File: src/rtl/video_pkg.sv
// rtl/video_pkg.sv - shared state encodings and constants for the video memory arbiter
package video_pkg;

  typedef enum logic [1:0] {
    ARB_IDLE     = 2'd0,
    ARB_BUSY_CPU = 2'd1,
    ARB_BUSY_VID = 2'd2,
    ARB_RESP     = 2'd3
  } arb_state_t;

  localparam logic [3:0] WREN_READ = 4'b0000;

endpackage

File: src/rtl/video_mem_arbiter.sv
// rtl/video_mem_arbiter.sv - CPU/video arbiter for one single-port memory bus, video priority with bounded CPU wait
module video_mem_arbiter
  import video_pkg::*;
#(
  parameter int ADDR_W       = 24,
  parameter int MAX_CPU_WAIT = 16
) (
  input  logic              clk_cpu,
  input  logic              n_reset,
  input  logic              cpu_sel,
  input  logic [3:0]        cpu_wren,
  input  logic [ADDR_W-1:0] cpu_address,
  input  logic [31:0]       cpu_wdata,
  output logic [31:0]       cpu_rdata,
  output logic              cpu_ready,
  input  logic              vid_req,
  input  logic [ADDR_W-1:0] vid_addr,
  output logic [31:0]       vid_rdata,
  output logic              vid_ack,
  output logic              mem_sel,
  output logic [3:0]        mem_wren,
  output logic [ADDR_W-1:0] mem_address,
  output logic [31:0]       mem_wdata,
  input  logic [31:0]       mem_rdata,
  input  logic              mem_ready
);

  localparam int              WAIT_W   = $clog2(MAX_CPU_WAIT + 1);
  localparam logic [WAIT_W-1:0] WAIT_MAX = WAIT_W'(MAX_CPU_WAIT);

  arb_state_t        state;
  logic [WAIT_W-1:0] wait_cnt;
  logic              cpu_wins;
  logic              grant_cpu;
  logic              grant_vid;

  // Arbitration: video has priority unless the CPU has already lost too often
  always_comb begin
    cpu_wins  = cpu_sel && (!vid_req || (wait_cnt >= WAIT_MAX));
    grant_cpu = (state == ARB_IDLE) && cpu_wins;
    grant_vid = (state == ARB_IDLE) && !cpu_wins && vid_req;
  end

  // Saturating count of cycles a pending CPU request has gone unserved
  always_ff @(posedge clk_cpu or negedge n_reset) begin
    if (!n_reset) begin
      wait_cnt <= '0;
    end else if (!cpu_sel || grant_cpu || (state == ARB_BUSY_CPU)) begin
      wait_cnt <= '0;
    end else if (wait_cnt != WAIT_MAX) begin
      wait_cnt <= wait_cnt + 1'b1;
    end
  end

  // Transaction FSM: grant, hold the memory bus until ready, pulse the owner's completion
  always_ff @(posedge clk_cpu or negedge n_reset) begin
    if (!n_reset) begin
      state       <= ARB_IDLE;
      mem_sel     <= 1'b0;
      mem_wren    <= WREN_READ;
      mem_address <= '0;
      mem_wdata   <= '0;
      cpu_ready   <= 1'b0;
      vid_ack     <= 1'b0;
      cpu_rdata   <= '0;
      vid_rdata   <= '0;
    end else begin
      cpu_ready <= 1'b0;
      vid_ack   <= 1'b0;
      case (state)
        ARB_IDLE: begin
          if (grant_cpu) begin
            mem_sel     <= 1'b1;
            mem_wren    <= cpu_wren;
            mem_address <= cpu_address;
            mem_wdata   <= cpu_wdata;
            state       <= ARB_BUSY_CPU;
          end else if (grant_vid) begin
            mem_sel     <= 1'b1;
            mem_wren    <= WREN_READ;
            mem_address <= vid_addr;
            mem_wdata   <= '0;
            state       <= ARB_BUSY_VID;
          end
        end
        ARB_BUSY_CPU: begin
          if (mem_ready) begin
            mem_sel   <= 1'b0;
            cpu_rdata <= mem_rdata;
            cpu_ready <= 1'b1;
            state     <= ARB_RESP;
          end
        end
        ARB_BUSY_VID: begin
          if (mem_ready) begin
            mem_sel   <= 1'b0;
            vid_rdata <= mem_rdata;
            vid_ack   <= 1'b1;
            state     <= ARB_RESP;
          end
        end
        ARB_RESP: begin
          state <= ARB_IDLE;
        end
        default: begin
          state <= ARB_IDLE;
        end
      endcase
    end
  end

endmodule

File: config.mk
export PLATFORM = sky130hd
export DESIGN_NAME = video_mem_arbiter
export DESIGN_NICKNAME = d
export VERILOG_FILES = /design/src/rtl/video_pkg.sv /design/src/rtl/video_mem_arbiter.sv
export SDC_FILE = /design/constraint.sdc
export NUM_CORES = 1
export LEC_CHECK = 0
export CORE_MARGIN = 4
export CORE_UTILIZATION = 45
export CTS_CLUSTER_DIAMETER = 200
export DETAILED_ROUTE_END_ITERATION = 8
export HOLD_SLACK_MARGIN = 0.08
export PLACE_DENSITY = 0.84
export SETUP_SLACK_MARGIN = 0.1
export SLEW_MARGIN = 10
export SYNTH_ARGS = -nofsm -noshare
export SYNTH_HDL_FRONTEND = slang
export SYNTH_SLANG_ARGS = --single-unit
File: constraint.sdc
create_clock -name clk_cpu -period 2.6 [get_ports clk_cpu]
set_input_delay 0.52 -clock clk_cpu [delete_from_list [all_inputs] [get_ports clk_cpu]]
set_output_delay 0.52 -clock clk_cpu [all_outputs]
set_load 0.01 [all_outputs]
==> results.tsv, run 1 <==
metric	value	unit
Clock Path Buffers	2	
H-tree Lvls	4	
gr ovfl total	0	
peak supply drop	0.622	mV
die area	13700	um2
fin crit share	76.6	%
row count	39	
postcts setup bufs	0	
largest net degree at the start of global routing	62	
wire per inst	19.9	um
clock insertion delay at the later pin of the skew report	410	ps
min-delay src	mem_wdata[28]$_DFFE_PN0P_	
crit-path cells	inv_1 -> ha_1 -> nand2_1 -> nor2_4 -> a22o_1	
Worst Hold Class	flop to flop	
CP delay by family, top	simple AND/OR/NAND/NOR gates	
Worst Path Max Fanout	36	
# resized after CTS	0	
first-pass GRT wire length	24500	um
I/O pin cnt	248	
Core Area	11500	um2
Slew headroom	45.1	%
R2R Path Start	state[1]$_DFFE_PN0P_	
Synthesis Warnings	0	
Setup CP Type	flop to flop	
hold slack	500	ps
dpl cells	778	
Req. time, crit path	2940	ps
layout cells sized above 1	15.9	%
Final Setup Violations	0	
Initial Util	46.5	%
placed inst area	7970	um2
post-route ant nets	0	
CP endpoint kind	flop	
root buf cell	clkbuf_16	
TNS Setup	0	ps
Pleak	3.63	nW
top-area cell type share of the netlist area	62.6	%
Worst Setup SP	state[1]$_DFFE_PN0P_	
Setup WS pre-CTS	328	ps
Period minus WS final	1990	ps
DRT iter0 DRCs	390	
final wirelength	16100	um
total track usage	23.6	%
Die H	117	um
largest cells by area after synthesis	dfrtp_1 (63%), mux2_2 (13%), a22o_1 (5.9%)	
GPL Wtd Cong	0.816	
number of diodes	0	
outcome	completed	
Clk pin slew, worst setup/hold paths	60	ps
Die W	117	um
Clock Sinks	134	
maxcap violations	0	
CTS Hold Bufs	1	
final worst slack	609	ps
CTS tree	yes	
max incr delay on CP	650	ps
design area	8520	um2
total CTS buffers	17	
Worst Path Arrival	2330	ps
slowest CP cell	nor2_4	
vias in the first global route	4512	
first-pass detailed-route iteration total	5	
Power Density	1230	nW/um2
Final Hold Fails	0	
fmax	502	MHz
Residual DRC	0	
end-of-flow core utilization	73.9	%
count of cell types in the netlist	29	
RSZ-0062 raised after global routing	no	
total power	10.5	mW
Avg Inst Size Synth	13.2	um2
Yosys top cell by area	dfrtp_1	
post-DR vias/cell	5.39	
post-synthesis sequential area ratio	62.6	%
fin. max-slew vios	0	
nets@finish	783	
Worst setup SP type	flop	
#FFs+latches synth	134	
CP bufs+invs	1	
# fillers	777	
Synth Cell Area	5360	um2
vias	4354	
Port Buf Inserts	247	
syn_nets	533	
Post-Syn Instances	405	
initial antenna violation count	0	
Finished Layout Cells	808	
Layout Area Growth over Synthesis	58.9	%
post-detail-place hpwl	11800	um
Final Skew	9.63	ps
Slew @ Worst Pin	821	ps
==> synth_stat cells <==
master,count
dfrtp_1,134
mux2_2,64
a22o_1,36
nor2_1,28
a21oi_1,26
o21ai_0,25
a31oi_1,24
buf_2,17
inv_1,8
clkbuf_1,7
ha_1,7
buf_6,4
nand2_1,4
a2bb2oi_1,2
nand3_1,2
o31ai_1,2
xnor2_1,2
xor2_1,2
a211o_1,1
and4bb_2,1
mux2i_1,1
nand2b_1,1
nand4_1,1
nor2_4,1
nor2b_1,1
nor3_2,1
nor3b_1,1
o21a_1,1
o21ai_1,1
==> registers in the layout, indices dropped and copies added, names as in the netlist, 2 cells and up <==
signal,flops
cpu_rdata,32
mem_address,24
mem_wdata,32
mem_wren,4
state,2
vid_rdata,32
wait_cnt,5
==> worst reg2reg max path: stages (launching register included) <==
cell     delay [ps]
dfrtp_1         420
inv_1           120
ha_1            310
nand2_1         160
nor2_4          650
a22o_1          270
==> layout make-up <==
class	count	area, um2	area share, %
inverters	8	30.0	0.353
clock buffers	26	519	6.10
repair buffers	259	2590	30.4
multi-input cells	235	1830	21.5
clock inverters	3	17.5	0.206
flip-flops and latches	134	3350	39.4
well taps	143	179	2.10
==> power breakdown <==
group	internal, mW	total, mW	leakage [nW]	switching (mW)
sequential	3.10	3.66	1.63	0.560
combinational	2.77	4.69	1.73	1.92
clock	1.35	2.16	0.264	0.808
total	7.22	10.5	3.63	3.29
==> routing by layer <==
layer / GRT usage [%] / up-vias / wire [um]
met1: 26.4 / 2141 / 5880
met2: 41.5 / 197 / 8480
met3: 6.07 / 44 / 1170
met4: 11.9 / 0 / 578
li1: - / 1972 / -
met5: 0 / - / 0
==> cells by family after synthesis <==
logic type / count (synthesis) / synth area share [%]
simple gates: 41 / 3.55
fa+ha+maj: 7 / 1.63
buf+inv: 36 / 3.48
flops: 134 / 62.6
compound gates: 118 / 14.5
xor+xnor: 4 / 0.654
mux: 65 / 13.6
==> layout by cell type, fill, tap and decap left out, types with 7 or more instances in the layout <==
master | synthesis | layout
a21oi_1 | 26 | 26
a22o_1 | 36 | 36
a31oi_1 | 24 | 24
buf_4 | 0 | 10
clkbuf_16 | 0 | 17
clkdlybuf4s50_1 | 0 | 246
dfrtp_1 | 134 | 134
ha_1 | 7 | 7
inv_1 | 8 | 8
mux2_2 | 64 | 64
nor2_1 | 28 | 28
o21ai_0 | 25 | 25
==> worst paths after layout <==
kind,to,slack (ps),depth (start not counted)
min reg2reg,mem_wdata[28]$_DFFE_PN0P_,500,1
min in group asynchronous,cpu_rdata[13]$_DFFE_PN0P_,620,2
max,mem_wdata[4]$_DFFE_PN0P_,610,5
max reg2reg,mem_wdata[4]$_DFFE_PN0P_,610,5
max in group asynchronous,wait_cnt[2]$_DFFE_PN0P_,1240,3
min,mem_wdata[28]$_DFFE_PN0P_,500,1
Note: power is estimated with default switching activity, not from simulation.
==> run 2, diff against run 1 <==
Settings changed: CORE_UTILIZATION 45 to 37, PLACE_DENSITY 0.84 to 0.74.
Clock period 2.6 ns to 1.75 ns, I/O delays scaled along.
==> run 2 against run 1 <==
  * Total power rose by 43%
  * First-iteration DRC count fell by 48%
  * Critical path type unchanged
  * Largest power group unchanged
  * Routed wire length rose by 0.48%
==> results.tsv, run 2 (synthesis results as in run 1) <==
metric	value	unit	change
slowest CP cell	dfrtp_1		was nor2_4
root buf cell	clkbuf_16		unchanged
Worst setup SP type	flop		unchanged
CP bufs+invs	3		was 1
sequential share of power	35.7	%	was 34.9%
layout cells sized above 1	18.3	%	was 15.9%
Port Buf Inserts	247		unchanged
Final Setup Violations	0		unchanged
Worst Path Max Fanout	25		was 36
clock power share	22.7	%	was 20.5%
Clock Path Buffers	2		unchanged
Clock Sinks	134		unchanged
commonest non-fill, non-tap cell in the layout	dfrtp_1		was clkdlybuf4s50_1
Setup CP Type	flop to flop		unchanged
end-of-flow core utilization	61.7	%	was 73.9%
Layout Area Growth over Synthesis	61.7	%	was 58.9%
Req. time, crit path	2050	ps	was 2940 ps
Power Density	1740	nW/um2	was 1230 nW/um2
total CTS buffers	17		unchanged
Slew headroom	68.9	%	was 45.1%
maxcap violations	0		unchanged
initial antenna violation count	0		unchanged
Slew @ Worst Pin	465	ps	was 821 ps
Clk pin slew, worst setup/hold paths	60	ps	about the same
total power	15.0	mW	was 10.5 mW
H-tree Lvls	4		unchanged
Die H	128	um	was 117 um
crit-path cells	inv_1 -> ha_1 -> buf_4 -> o21ai_4 -> clkbuf_16 -> a22o_1		was inv_1 -> ha_1 -> nand2_1 -> nor2_4 -> a22o_1
sw frac	33.3	%	was 31.3%
fin. max-slew vios	0		unchanged
Final Skew	7.35	ps	was 9.63 ps
switching pwr	5.00	mW	was 3.29 mW
# fillers	1162		was 777
peak supply drop	1.16	mV	was 0.622 mV
Residual DRC	0		unchanged
post-detail-place hpwl	11400	um	was 11800 um
vias	4425		was 4354
final wirelength	16200	um	was 16100 um
outcome	completed		unchanged
number of diodes	0		unchanged
Initial Util	38.2	%	was 46.5%
fmax	634	MHz	was 502 MHz
first-pass detailed-route iteration total	4		was 5
Die W	128	um	was 117 um
total track usage	19.8	%	was 23.6%
vias in the first global route	4845		was 4512
clock insertion delay at the later pin of the skew report	410	ps	about the same
gr ovfl total	0		unchanged
logic gate share of total power	41.6	%	was 44.6%
CTS tree	yes		unchanged
DRT iter0 DRCs	202		was 390
Final Hold Fails	0		unchanged
die area	16500	um2	was 13700 um2
wire per inst	18.8	um	was 19.9 um
Period minus WS final	1580	ps	was 1990 ps
GPL Wtd Cong	0.831		was 0.816
most frequent cells in the layout	dfrtp_1 (134), dlygate4sd2_1 (121), clkdlybuf4s50_1 (119)		was clkdlybuf4s50_1 (246), dfrtp_1 (134), mux2_2 (64)
hold slack	389	ps	was 500 ps
post-DR vias/cell	5.15		was 5.39
first-pass GRT wire length	25500	um	was 24500 um
CP endpoint kind	flop		unchanged
I/O pin cnt	248		unchanged
fin crit share	90.2	%	was 76.6%
row count	43		was 39
Worst Path Arrival	1870	ps	was 2330 ps
Worst Hold Class	input port to asynchronous set/reset pin		was flop to flop
post-route ant nets	0		unchanged
biggest regs	cpu_rdata (32), mem_wdata (32), vid_rdata (32)		unchanged
Core Area	14000	um2	was 11500 um2
max incr delay on CP	410	ps	was 650 ps
Pint	10.0	mW	was 7.22 mW
CP delay by family, top	buffers and inverters		was simple AND/OR/NAND/NOR gates
nets@finish	794		was 783
largest net degree at the start of global routing	51		was 62
Pleak	4.06	nW	was 3.63 nW
RSZ-0062 raised after global routing	yes		was no
-- run 2: power groups by stage --
| stage | clock [mW] | sequential [mW] | combinational, mW |
|---|---|---|---|
| finish | 3.41 | 5.37 | 6.26 |
| floorplan | 0 | 6.07 | 2.35 |
| CTS | 3.49 | 5.38 | 6.23 |
| detailed placement | 0 | 5.48 | 7.14 |
| global placement | 0 | 5.40 | 6.93 |
| global route | 3.63 | 5.57 | 6.79 |
-- run 2: per-stage QoR --
step	cells	TNS, ps	setup WS [ps]	area [um2]
3_3_place_gp	822	-10580	-248	8120
3_5_place_dp	822	-12920	-294	8120
4_1_cts	857	0	101	8580
2_1_floorplan	405	0	292	5360
5_1_grt	859	0	99.4	8660
6_report	859	0	172	8660
-- run 2: what timing repair did --
| item | 4_1_cts | 5_1_grt |
|---|---|---|
| setup endpoints to repair | 159 | 26 |
| endpoints found under the hold margin | 24 | 0 |
| gates cloned | 1 | 2 |
| gates resized for setup | 124 | 10 |
| hold buffers | 1 | 0 |
| pin swaps | 2 | 0 |
| setup buffers | 1 | 0 |
-- run 2: path summary, 6_finish.rpt --
path / end / slack (ps) / cells after the start / start
max in group asynchronous: mem_wren[1]$_DFFE_PN0P_ / 800 / 3 / n_reset
hold reg to reg: cpu_rdata[6]$_DFFE_PN0P_ / 500 / 1 / cpu_rdata[6]$_DFFE_PN0P_
setup reg to reg: mem_wdata[16]$_DFFE_PN0P_ / 170 / 6 / state[1]$_DFFE_PN0P_
min in group clk_cpu: cpu_rdata[6]$_DFFE_PN0P_ / 500 / 1 / cpu_rdata[6]$_DFFE_PN0P_
hold / removal: mem_wdata[29]$_DFFE_PN0P_ / 390 / 2 / n_reset
setup / recovery: mem_wdata[16]$_DFFE_PN0P_ / 170 / 6 / state[1]$_DFFE_PN0P_
-- run 2: worst register-to-register path: cells and delay by family, from the launching register on --
family | cells | cell delay (ps)
adder cells (fa/ha/maj) | 1 | 200
flip-flops | 1 | 410
AO/OA/AOI/OAI | 2 | 350
buffers and inverters | 3 | 510
-- run 2: layout make-up --
cell class                 count  area (um2)  area share (%)
clock buffer                  19         433            5.00
clock inverter                13         131            1.52
inverter                       8        30.0           0.347
multi-input combinational    236        1850            21.4
sequential                   134        3350            38.7
tap                          180         225            2.60
timing repair buffer         269        2640            30.4
-- run 2: layer usage --
layer  share of wire [%]  GRT usage (%)  up-vias
met5                   0              0        -
met4                 1.7           6.93        0
met3                 7.7           6.64       23
met2                  52           33.4      177
met1                  39           23.7     2225
li1                    -              -     2000
==> run 3, diff against run 2 <==
Settings changed: CAP_MARGIN from default to 10.
==> results of run 3 <==
The final DEF is identical to that of run 2; final timing and power are the same.
